<file path="src/rtl/acdc_pkg.sv">
// Shared constants and types for the ACDC fetch stage.
package acdc_pkg;

  localparam int PC_W   = 8;
  localparam int INST_W = 9;
  localparam int LUT_D  = 4;
  localparam int CNT_W  = 16;
  localparam int LUT_N  = 1 << LUT_D;

  localparam logic [INST_W-1:0] HALT_OP = 9'h1FF;

  typedef enum logic [1:0] {INIT, RUN, DONE} fetch_state_t;

  typedef enum logic {JUMP_TBL = 1'b0, BRANCH_TBL = 1'b1} lut_sel_t;

  // Counter increment that sticks at all-ones instead of wrapping.
  function automatic logic [CNT_W-1:0] sat_inc(input logic [CNT_W-1:0] v);
    return (&v) ? v : v + 1'b1;
  endfunction

endpackage

</file>
<file path="src/rtl/fetch_ctrl_if.sv">
// Fetch-stage bus: decoder/ROM side signals, LUT write port and status outputs.
interface fetch_ctrl_if;
  import acdc_pkg::*;

  logic [INST_W-1:0] Instruction;
  logic              jump_en;
  logic              branch_en;
  logic [LUT_D-1:0]  lut_idx;
  logic              stall;
  logic              lut_we;
  logic              lut_sel;
  logic [LUT_D-1:0]  lut_waddr;
  logic [PC_W-1:0]   lut_wdata;
  logic [PC_W-1:0]   PC;
  logic              inst_valid;
  logic              halt;
  logic [CNT_W-1:0]  retired;

  modport slave (
    input  Instruction, jump_en, branch_en, lut_idx, stall,
           lut_we, lut_sel, lut_waddr, lut_wdata,
    output PC, inst_valid, halt, retired
  );

  modport master (
    output Instruction, jump_en, branch_en, lut_idx, stall,
           lut_we, lut_sel, lut_waddr, lut_wdata,
    input  PC, inst_valid, halt, retired
  );

endinterface

</file>
<file path="src/rtl/fetch_ctrl_target_lut.sv">
// Jump-target and branch-offset tables: one write port open only while start
// is high, asynchronous reads indexed by the decoder. Contents survive start.
module target_lut
  import acdc_pkg::*;
(
  input  logic             CLK,
  input  logic             start,
  input  logic             we,
  input  logic             sel,
  input  logic [LUT_D-1:0] waddr,
  input  logic [PC_W-1:0]  wdata,
  input  logic [LUT_D-1:0] raddr,
  output logic [PC_W-1:0]  jump_tgt,
  output logic [PC_W-1:0]  branch_off
);

  logic [PC_W-1:0] jump_tbl_q   [LUT_N];
  logic [PC_W-1:0] jump_tbl_d   [LUT_N];
  logic [PC_W-1:0] branch_tbl_q [LUT_N];
  logic [PC_W-1:0] branch_tbl_d [LUT_N];

  // Next table contents: a single entry changes on a write during start.
  always_comb begin
    jump_tbl_d   = jump_tbl_q;
    branch_tbl_d = branch_tbl_q;
    if (start && we) begin
      if (lut_sel_t'(sel) == JUMP_TBL) jump_tbl_d[waddr]   = wdata;
      else                             branch_tbl_d[waddr] = wdata;
    end
  end

  // Table storage; deliberately not reset so tables load during start.
  always_ff @(posedge CLK) begin
    jump_tbl_q   <= jump_tbl_d;
    branch_tbl_q <= branch_tbl_d;
  end

  assign jump_tgt   = jump_tbl_q[raddr];
  assign branch_off = branch_tbl_q[raddr];

endmodule

</file>
<file path="src/rtl/fetch_ctrl.sv">
// Fetch controller: PC, INIT/RUN/DONE sequencing, halt flag, retired count.
// Build option: define FETCH_PC_WRAP_HALT_EN to halt on sequential PC
// overflow instead of wrapping to 0.
//
// state | meaning
// INIT  | held in start, PC=0, nothing executes
// RUN   | executing Instruction at PC unless stalled
// DONE  | halted, everything frozen until start
module fetch_ctrl
  import acdc_pkg::*;
(
  input  logic         CLK,
  input  logic         start,
  fetch_ctrl_if.slave  bus
);

  fetch_state_t     state_q, state_d;
  logic [PC_W-1:0]  pc_q, pc_d;
  logic             halt_q, halt_d;
  logic [CNT_W-1:0] retired_q, retired_d;
  logic [PC_W-1:0]  jump_tgt;
  logic [PC_W-1:0]  branch_off;
  logic             exec;

  target_lut u_lut (
    .CLK        (CLK),
    .start      (start),
    .we         (bus.lut_we),
    .sel        (bus.lut_sel),
    .waddr      (bus.lut_waddr),
    .wdata      (bus.lut_wdata),
    .raddr      (bus.lut_idx),
    .jump_tgt   (jump_tgt),
    .branch_off (branch_off)
  );

  assign exec = (state_q == RUN) && !bus.stall;

  // Next state, next PC and counter; priority stall > halt > jump > branch > +1.
  always_comb begin
    state_d   = state_q;
    pc_d      = pc_q;
    halt_d    = halt_q;
    retired_d = retired_q;
    if (start) begin
      state_d   = INIT;
      pc_d      = '0;
      halt_d    = 1'b0;
      retired_d = '0;
    end else begin
      case (state_q)
        INIT: state_d = RUN;
        RUN: begin
          if (exec) begin
            retired_d = sat_inc(retired_q);
            if (bus.Instruction == HALT_OP) begin
              state_d = DONE;
              halt_d  = 1'b1;
            end else if (bus.jump_en) begin
              pc_d = jump_tgt;
            end else if (bus.branch_en) begin
              // PC_W-bit add is identical to sign-extended add modulo 2**PC_W.
              pc_d = pc_q + branch_off;
            end
`ifdef FETCH_PC_WRAP_HALT_EN
            else if (&pc_q) begin
              state_d = DONE;
              halt_d  = 1'b1;
            end
`endif
            else begin
              pc_d = pc_q + 1'b1;
            end
          end
        end
        default: ;
      endcase
    end
  end

  // State, PC, halt and counter registers.
  always_ff @(posedge CLK) begin
    state_q   <= state_d;
    pc_q      <= pc_d;
    halt_q    <= halt_d;
    retired_q <= retired_d;
  end

  assign bus.PC         = pc_q;
  assign bus.inst_valid = exec;
  assign bus.halt       = halt_q;
  assign bus.retired    = retired_q;

endmodule

</file>
<file path="src/flat_wrapper.sv">
// flat-port wrapper written by rule: the top's interface ports become plain ports
module fetch_ctrl_flat import acdc_pkg::*;
  (CLK, start, bus_Instruction, bus_jump_en, bus_branch_en, bus_lut_idx, bus_stall, bus_lut_we, bus_lut_sel, bus_lut_waddr, bus_lut_wdata, bus_PC, bus_inst_valid, bus_halt, bus_retired);
  fetch_ctrl_if bus_i ();
  input  logic CLK;
  input  logic start;
  input wire logic [$bits(bus_i.Instruction)-1:0] bus_Instruction;
  input wire logic [$bits(bus_i.jump_en)-1:0] bus_jump_en;
  input wire logic [$bits(bus_i.branch_en)-1:0] bus_branch_en;
  input wire logic [$bits(bus_i.lut_idx)-1:0] bus_lut_idx;
  input wire logic [$bits(bus_i.stall)-1:0] bus_stall;
  input wire logic [$bits(bus_i.lut_we)-1:0] bus_lut_we;
  input wire logic [$bits(bus_i.lut_sel)-1:0] bus_lut_sel;
  input wire logic [$bits(bus_i.lut_waddr)-1:0] bus_lut_waddr;
  input wire logic [$bits(bus_i.lut_wdata)-1:0] bus_lut_wdata;
  output wire logic [$bits(bus_i.PC)-1:0] bus_PC;
  output wire logic [$bits(bus_i.inst_valid)-1:0] bus_inst_valid;
  output wire logic [$bits(bus_i.halt)-1:0] bus_halt;
  output wire logic [$bits(bus_i.retired)-1:0] bus_retired;
  assign bus_i.Instruction = bus_Instruction;
  assign bus_i.jump_en = bus_jump_en;
  assign bus_i.branch_en = bus_branch_en;
  assign bus_i.lut_idx = bus_lut_idx;
  assign bus_i.stall = bus_stall;
  assign bus_i.lut_we = bus_lut_we;
  assign bus_i.lut_sel = bus_lut_sel;
  assign bus_i.lut_waddr = bus_lut_waddr;
  assign bus_i.lut_wdata = bus_lut_wdata;
  assign bus_PC = bus_i.PC;
  assign bus_inst_valid = bus_i.inst_valid;
  assign bus_halt = bus_i.halt;
  assign bus_retired = bus_i.retired;
  fetch_ctrl u_core (.CLK(CLK), .start(start), .bus(bus_i));
endmodule
</file>
<file path="config.mk">
export PLATFORM = sky130hd
export DESIGN_NAME = fetch_ctrl_flat
export DESIGN_NICKNAME = d
export VERILOG_FILES = /design/src/rtl/acdc_pkg.sv /design/src/rtl/fetch_ctrl_if.sv /design/src/rtl/fetch_ctrl_target_lut.sv /design/src/rtl/fetch_ctrl.sv /design/src/flat_wrapper.sv
export SDC_FILE = /design/constraint.sdc
export NUM_CORES = 1
export LEC_CHECK = 0
export ABC_AREA = 0
export BUFFER_PORTS_ARGS = -buffer_cell sky130_fd_sc_hd__buf_2
export CELL_PAD_IN_SITES_DETAIL_PLACEMENT = 0
export CELL_PAD_IN_SITES_GLOBAL_PLACEMENT = 1
export CORE_UTILIZATION = 57
export CTS_BUF_LIST = sky130_fd_sc_hd__clkbuf_16
export DETAILED_ROUTE_END_ITERATION = 8
export GPL_ROUTABILITY_DRIVEN = 0
export PLACE_DENSITY = 0.87
export SLEW_MARGIN = 20
export SYNTH_ARGS = -nofsm -noshare
export SYNTH_HDL_FRONTEND = slang
export SYNTH_HIERARCHICAL = 1
export SYNTH_SLANG_ARGS = --single-unit
</file>
<file path="constraint.sdc">
create_clock -name CLK -period 6.1 [get_ports CLK]
set_clock_uncertainty 0.2 [all_clocks]
set_input_delay 0.305 -clock CLK [delete_from_list [all_inputs] [get_ports CLK]]
set_output_delay 0.305 -clock CLK [all_outputs]
set_load 0.05 [all_outputs]
</file>
==> reports/results.tsv, run 1 <==
metric	value	unit
initial antenna violation count	1	
Post-synth top cells	256 x edfxtp_1, 60 x nor2_1, 53 x mux4_2	
CTS Sinks	283	
CP peak stage delay	0.69	ns
run status	complete, no violations	
Final setup viols	0	
post-synth top area share	0.667	
Crit path arrival time	3.79	ns
Fill cells	1332	
port bufs	57	
CTS Buffer Depth	3	
cell taking the most area after synthesis	edfxtp_1	
register area share after synthesis	0.713	
vias per cell	6.29	
Num CTS Buffers	28	
Max FO, Critical Path	48	
Peak VDD IR	0.000237	V
Starting DRT DRC Count	588	
Vias	6258	
gr ovfl total	0	
transition time of the tightest slew-check pin	0.929	ns
TritonCTS clock tree	built	
Final Util	0.660	
htree depth	1	
Skew-Pair Late Insertion Delay	0.54	ns
Max Cap Viol	0	
leakage power	4.37	nW
Synthesis Warnings	6	
cell family with most CP delay	buffers and inverters	
antenna-violating nets left	0	
Worst Setup Start Kind	input pin	
Sum Neg Setup Slack	0	ns
RSZ-0062 raised after global routing	no	
Setup CP Type	in -> reg	
Async S/R FF share, synth	0	
crit-path cells	buf_4, buf_4, mux4_2, a22oi_1, nand2_1, nand2b_1, ha_1, a211oi_1, o21ai_0, a221oi_2, xnor2_1, o221ai_1	
Die Span Y	144	um
CP max stage cell	buf_4	
vias in the first global route	6241	
Area Overhead vs Synth	12.5	%
Total GRT Usage	0.236	
Yosys reg bits	283	
Synth cell types	51	
DRC viols	0	
total wire length	23.3	mm
CP dominant cell by count	buf_4	
clock slew at reported path FFs	0.06	ns
crit path buf inv count	2	
DP HPWL	14.3	mm
ys flop type	edfxtp_1	
PwrDens	311	mW/mm2
top cells by area, synth	edfxtp_1 67%, mux4_2 10%, dfxtp_1 4.7%	
first-pass GRT wire length	35.6	mm
f_max	277	MHz
largest net degree at the start of global routing	65	
Gate Count Post-Synth	646	
max-slew violations	0	
starting density of the core	0.587	
DIE AREA	0.0208	mm2
Fin. Hold Viols	0	
Die Width	144	um
PostCTS Resize Cnt	0	
CP Capture Type	flip-flop	
Tcrit/Tclk final	0.591	
Top-Level Pins	58	
Avg Cell Area, Syn	17.9	um2
Post-Syn Nets	687	
core area	0.0197	mm2
# Post-CTS Setup Buffers	0	
layout cells sized above 1	0.228	
CTS root buffer	clkbuf_16	
TritonRoute pass-1 iters	5	
Place WS	1.92	ns
Worst Hold Class	in -> reg	
count leader, synth	edfxtp_1	
Synth Cell Area	0.0115	mm2
Layout Nets	750	
post-route setup slack	2.49	ns
Core Rows	51	
worst hold slack	0.0213	ns
Post-synth EDFFs	256	
drt wl/cell	23.5	um
Worst EP required	6.28	ns
minimum clock period after layout	3.61	ns
max-slew headroom at the worst pin	0.381	
sequential cells by signal (all words and copies together) (netlist names):
register and count:
u_core/u_lut/jump_tbl_q 128, u_core/bus.PC 8, u_core/state_q 2, u_core/bus.halt 1
u_core/bus.retired 16, u_core/u_lut/branch_tbl_q 128
where the power goes:
group	total (mW)	switching, mW	internal (mW)
clock	1.66	0.684	0.981
combinational	0.238	0.151	0.0869
sequential	2.14	0.00789	2.13
metal layers:
layer,share of wire,GRT usage,wire length [um]
met5,0,0,0
met4,0.014,0.0587,329
met3,0.070,0.0334,1640
met2,0.51,0.398,11900
met1,0.40,0.328,9440
kinds of logic after synthesis:
group / after synthesis / synth area share
flip-flops: 283 / 0.713
buffers and inverters: 38 / 0.0168
AND/OR/NAND/NOR: 159 / 0.0693
adder cells (fa/ha/maj): 9 / 0.0104
AO/OA/AOI/OAI: 74 / 0.0465
multiplexers: 68 / 0.132
XOR/XNOR: 15 / 0.0114
metrics by stage:
stage / instance area, um2 / total power, mW / std cells
finish: 13000 / 4.04 / 995
global route: 13000 / 4.16 / 994
CTS: 13000 / 4.07 / 994
detailed placement: 12100 / 2.42 / 942
global placement: 12000 / 2.41 / 942
floorplan: 11500 / 2.33 / 646
placed cells by master (no fill, tap or decap), types with 6 or more instances in the layout:
cell type | Yosys | final
nor2_1 | 60 | 60
mux4_2 | 53 | 53
buf_2 | 2 | 55
nor3_1 | 14 | 8
nand2_1 | 30 | 30
edfxtp_1 | 256 | 256
ha_1 | 8 | 8
mux4_1 | 11 | 11
nor3_2 | 0 | 6
xor2_1 | 7 | 7
dfxtp_1 | 27 | 27
a21oi_1 | 10 | 10
a22oi_1 | 32 | 32
inv_1 | 5 | 12
nand2b_1 | 9 | 9
nor2b_1 | 6 | 6
buf_4 | 3 | 8
a211oi_1 | 12 | 12
and2_1 | 9 | 9
xnor2_1 | 8 | 8
clkbuf_16 | 0 | 29
nand3_1 | 8 | 8
worst reg2reg max path: cells and delay by family (launching register included):
| kind | cells | cell delay [ns] |
|---|---|---|
| compound gates | 5 | 1.35 |
| flops | 1 | 0.38 |
| fa+ha+maj | 1 | 0.22 |
| simple gates | 2 | 0.29 |
| mux | 1 | 0.48 |
| xor+xnor | 1 | 0.15 |
layout make-up:
cell class | instances | area (um2) | area share
timing repair buffer | 65 | 355 | 0.0274
tap | 265 | 332 | 0.0255
sequential | 283 | 8230 | 0.634
clock buffer | 29 | 726 | 0.0559
clock inverter | 21 | 171 | 0.0132
multi-input combinational | 325 | 3140 | 0.242
inverter | 6 | 22.5 | 0.00174
antenna | 1 | 2.50 | 0.000193
final timing paths:
| check | startpoint | end | slack, ns | depth (start not counted) |
|---|---|---|---|---|
| min | bus_Instruction[0] | u_core/state_q[1] | 0.02 | 5 |
| max reg2reg | u_core/u_lut/branch_tbl_q[106] | u_core/bus.PC[7] | 2.84 | 10 |
| min reg2reg | u_core/bus.halt | u_core/bus.halt | 0.28 | 2 |
| max | bus_lut_idx[0] | u_core/bus.PC[7] | 2.49 | 12 |
repair_timing:
| item | in CTS | in global routing |
|---|---|---|
| hold endpoints to repair | 1 | 0 |
| endpoints found under the setup margin | 0 | 0 |
| hold buffers | 2 | 0 |
No activity file was read; power rests on OpenSTA's default activity.
==> inputs of run 2 (changes only) <==
--- a/config.mk
+++ b/config.mk
@@ -9,11 +9,11 @@
 export BUFFER_PORTS_ARGS = -buffer_cell sky130_fd_sc_hd__buf_2
 export CELL_PAD_IN_SITES_DETAIL_PLACEMENT = 0
 export CELL_PAD_IN_SITES_GLOBAL_PLACEMENT = 1
-export CORE_UTILIZATION = 57
+export CORE_UTILIZATION = 48
 export CTS_BUF_LIST = sky130_fd_sc_hd__clkbuf_16
 export DETAILED_ROUTE_END_ITERATION = 8
 export GPL_ROUTABILITY_DRIVEN = 0
-export PLACE_DENSITY = 0.87
+export PLACE_DENSITY = 0.78
 export SLEW_MARGIN = 20
 export SYNTH_ARGS = -nofsm -noshare
 export SYNTH_HDL_FRONTEND = slang
==> constraint.sdc (replaced) <==
create_clock -name CLK -period 2.95 [get_ports CLK]
set_clock_uncertainty 0.2 [all_clocks]
set_input_delay 0.1475 -clock CLK [delete_from_list [all_inputs] [get_ports CLK]]
set_output_delay 0.1475 -clock CLK [all_outputs]
set_load 0.05 [all_outputs]
==> run 2 against run 1 <==
Compared with the run above: cell area increased by 4.3%; flip-flop and latch count unchanged; worst setup slack got worse by 2.4 ns; total power increased by 100%; non-clock buffer count increased by 53; count of clock-buffer cells in the layout unchanged; clock power increased by 98%; global-route usage decreased by 3.3 points; sequential share of layout area decreased by 2.6 points; via count increased by 1.7%; critical path depth decreased by 2; critical path type is now reg -> reg; highest routed layer unchanged.
==> reports/results.tsv, run 2 (synthesis results as in run 1) <==
metric	value	unit	change
Final setup viols	0		unchanged
DP HPWL	15.8	mm	was 14.3 mm
CP peak stage delay	0.50	ns	was 0.69 ns
Num CTS Buffers	29		was 28
leakage power	4.61	nW	was 4.37 nW
Worst Hold Class	in -> reg		unchanged
Critical R2R Capture	u_core/bus.PC[7]		unchanged
Vias	6365		was 6258
DRC viols	0		unchanged
htree depth	1		unchanged
flop-to-flop setup slack	0.06	ns	was 2.84 ns
Max Cap Viol	0		unchanged
Tcrit/Tclk final	0.979		
RSZ-0062 raised after global routing	yes		was no
multi-input logic area	0.00323	mm2	was 0.00314 mm2
antenna-violating nets left	0		unchanged
commonest non-fill, non-tap cell in the layout	edfxtp_1		unchanged
CTS Sinks	283		unchanged
CTS Buffer Depth	3		unchanged
DIE AREA	0.0246	mm2	was 0.0208 mm2
Place WS	-0.326	ns	was 1.92 ns
# Post-CTS Setup Buffers	0		unchanged
port bufs	57		unchanged
initial antenna violation count	0		was 1
layout cells sized above 1	0.287		was 0.228
Sum Neg Setup Slack	0	ns	unchanged
Top-Level Pins	58		unchanged
crit path launch	u_core/u_lut/branch_tbl_q[100]		was bus_lut_idx[0]
Crit path arrival time	3.07	ns	was 3.79 ns
Pwr Total	8.28	mW	was 4.04 mW
ANT cells	0		was 1
total wire length	24.3	mm	was 23.3 mm
post-route setup slack	0.0633	ns	was 2.49 ns
clock slew at reported path FFs	0.06	ns	about the same
drt wl/cell	22.0	um	was 23.5 um
worst hold slack	0.0294	ns	was 0.0213 ns
design area	0.0135	mm2	was 0.0130 mm2
PwrDens	611	mW/mm2	was 311 mW/mm2
Fill cells	1801		was 1332
Max FO, Critical Path	2		was 48
transition time of the tightest slew-check pin	1.00	ns	was 0.929 ns
crit-path cells	mux4_2, a22oi_2, nand2_1, and2_1, ha_4, or2_1, and3_1, a221oi_2, xnor2_1, o221ai_1		was buf_4, buf_4, mux4_2, a22oi_1, nand2_1, nand2b_1, ha_1, a211oi_1, o21ai_0, a221oi_2, xnor2_1, o221ai_1
Skew-Pair Late Insertion Delay	0.53	ns	was 0.54 ns
CP Capture Type	flip-flop		unchanged
TritonCTS clock tree	built		unchanged
Fin. Hold Viols	0		unchanged
Die Width	157	um	was 144 um
gr ovfl total	0		unchanged
f_max	346	MHz	
vias in the first global route	6384		was 6241
first-pass GRT wire length	36.8	mm	was 35.6 mm
vias per cell	5.77		was 6.29
minimum clock period after layout	2.89	ns	
Layout Nets	804		was 750
TritonRoute pass-1 iters	5		unchanged
Worst Setup EP	u_core/bus.PC[7]		unchanged
largest net degree at the start of global routing	33		was 65
Setup CP Type	reg -> reg		was in -> reg
max-slew headroom at the worst pin	0.330		was 0.381
core area	0.0235	mm2	was 0.0197 mm2
Worst Setup Start Kind	flip-flop		was input pin
DP Area	0.0124	mm2	was 0.0121 mm2
Finished Layout Cells	1103		was 995
R2R cell count	10		unchanged
Starting DRT DRC Count	567		was 588
cell total after placement	1037		was 942
register area	0.00823	mm2	unchanged
run status	complete, no violations		unchanged
CP max stage cell	mux4_2		was buf_4
starting density of the core	0.490		was 0.587
Final Util	0.575		was 0.660
Die Span Y	157	um	was 144 um
CTS root buffer	clkbuf_16		unchanged
max-slew violations	0		unchanged
Total GRT Usage	0.203		was 0.236
Core Rows	56		was 51
Worst EP required	3.13	ns	was 6.28 ns
Peak VDD IR	0.000445	V	was 0.000237 V
Area Overhead vs Synth	17.4	%	was 12.5%
commonest cells after routing, fill and taps aside	256 x edfxtp_1, 60 x nor2_1, 56 x buf_2, 56 x mux4_2, 46 x buf_4		was 256 x edfxtp_1, 60 x nor2_1, 55 x buf_2
FF-to-FF Start	u_core/u_lut/branch_tbl_q[100]		was u_core/u_lut/branch_tbl_q[106]
==> run 2: report_power, final <==
part           internal (mW)  switching, mW
logic                  0.242          0.334
clock network           1.86           1.42
registers               4.40         0.0193
==> run 2: what timing repair did <==
item                                   CTS  global route
hold buffers                            14             0
setup endpoints to repair                4             5
pin swaps                                3            13
endpoints found under the hold margin  253             0
gates resized for setup                 11            18
==> run 2: per-layer routing <==
layer / vias up / wire (um) / GRT usage
met1: 3264 / 10300 / 0.279
met2: 232 / 11900 / 0.339
met4: 0 / 457 / 0.0486
li1: 2829 / - / -
met3: 40 / 1650 / 0.0336
met5: - / 0 / 0
==> run 2: final cells by class <==
cell class | count | area share
Clock inverter | 23 | 0.00952
Sequential cell | 283 | 0.608
Timing Repair Buffer | 118 | 0.0595
Multi-Input combinational cell | 325 | 0.238
Tap cell | 319 | 0.0295
Clock buffer | 29 | 0.0536
Inverter | 6 | 0.00166
==> run 2: worst min-delay path by stage <==
stage                     start                            to  slack, ns  depth (start not counted)
2_1_floorplan  bus_lut_wdata[0]  u_core/u_lut/branch_tbl_q[0]       0.05                          0
3_3_place_gp    u_core/bus.halt               u_core/bus.halt       0.26                          2
3_5_place_dp    u_core/bus.halt               u_core/bus.halt       0.27                          2
4_1_cts        bus_lut_waddr[2]  u_core/u_lut/jump_tbl_q[107]    0.00005                          3
5_1_grt        bus_lut_waddr[2]  u_core/u_lut/jump_tbl_q[103]       0.02                          3
6_report       bus_lut_waddr[2]  u_core/u_lut/jump_tbl_q[111]       0.03                          3
==> run 2: critical path, delay by kind of cell, from the launching register on <==
kind	cells	cell delay [ns]
AO/OA/AOI/OAI	3	0.61
XOR/XNOR	1	0.15
adder cells (fa/ha/maj)	1	0.22
flip-flops	1	0.36
multiplexers	1	0.50
AND/OR/NAND/NOR	4	0.70
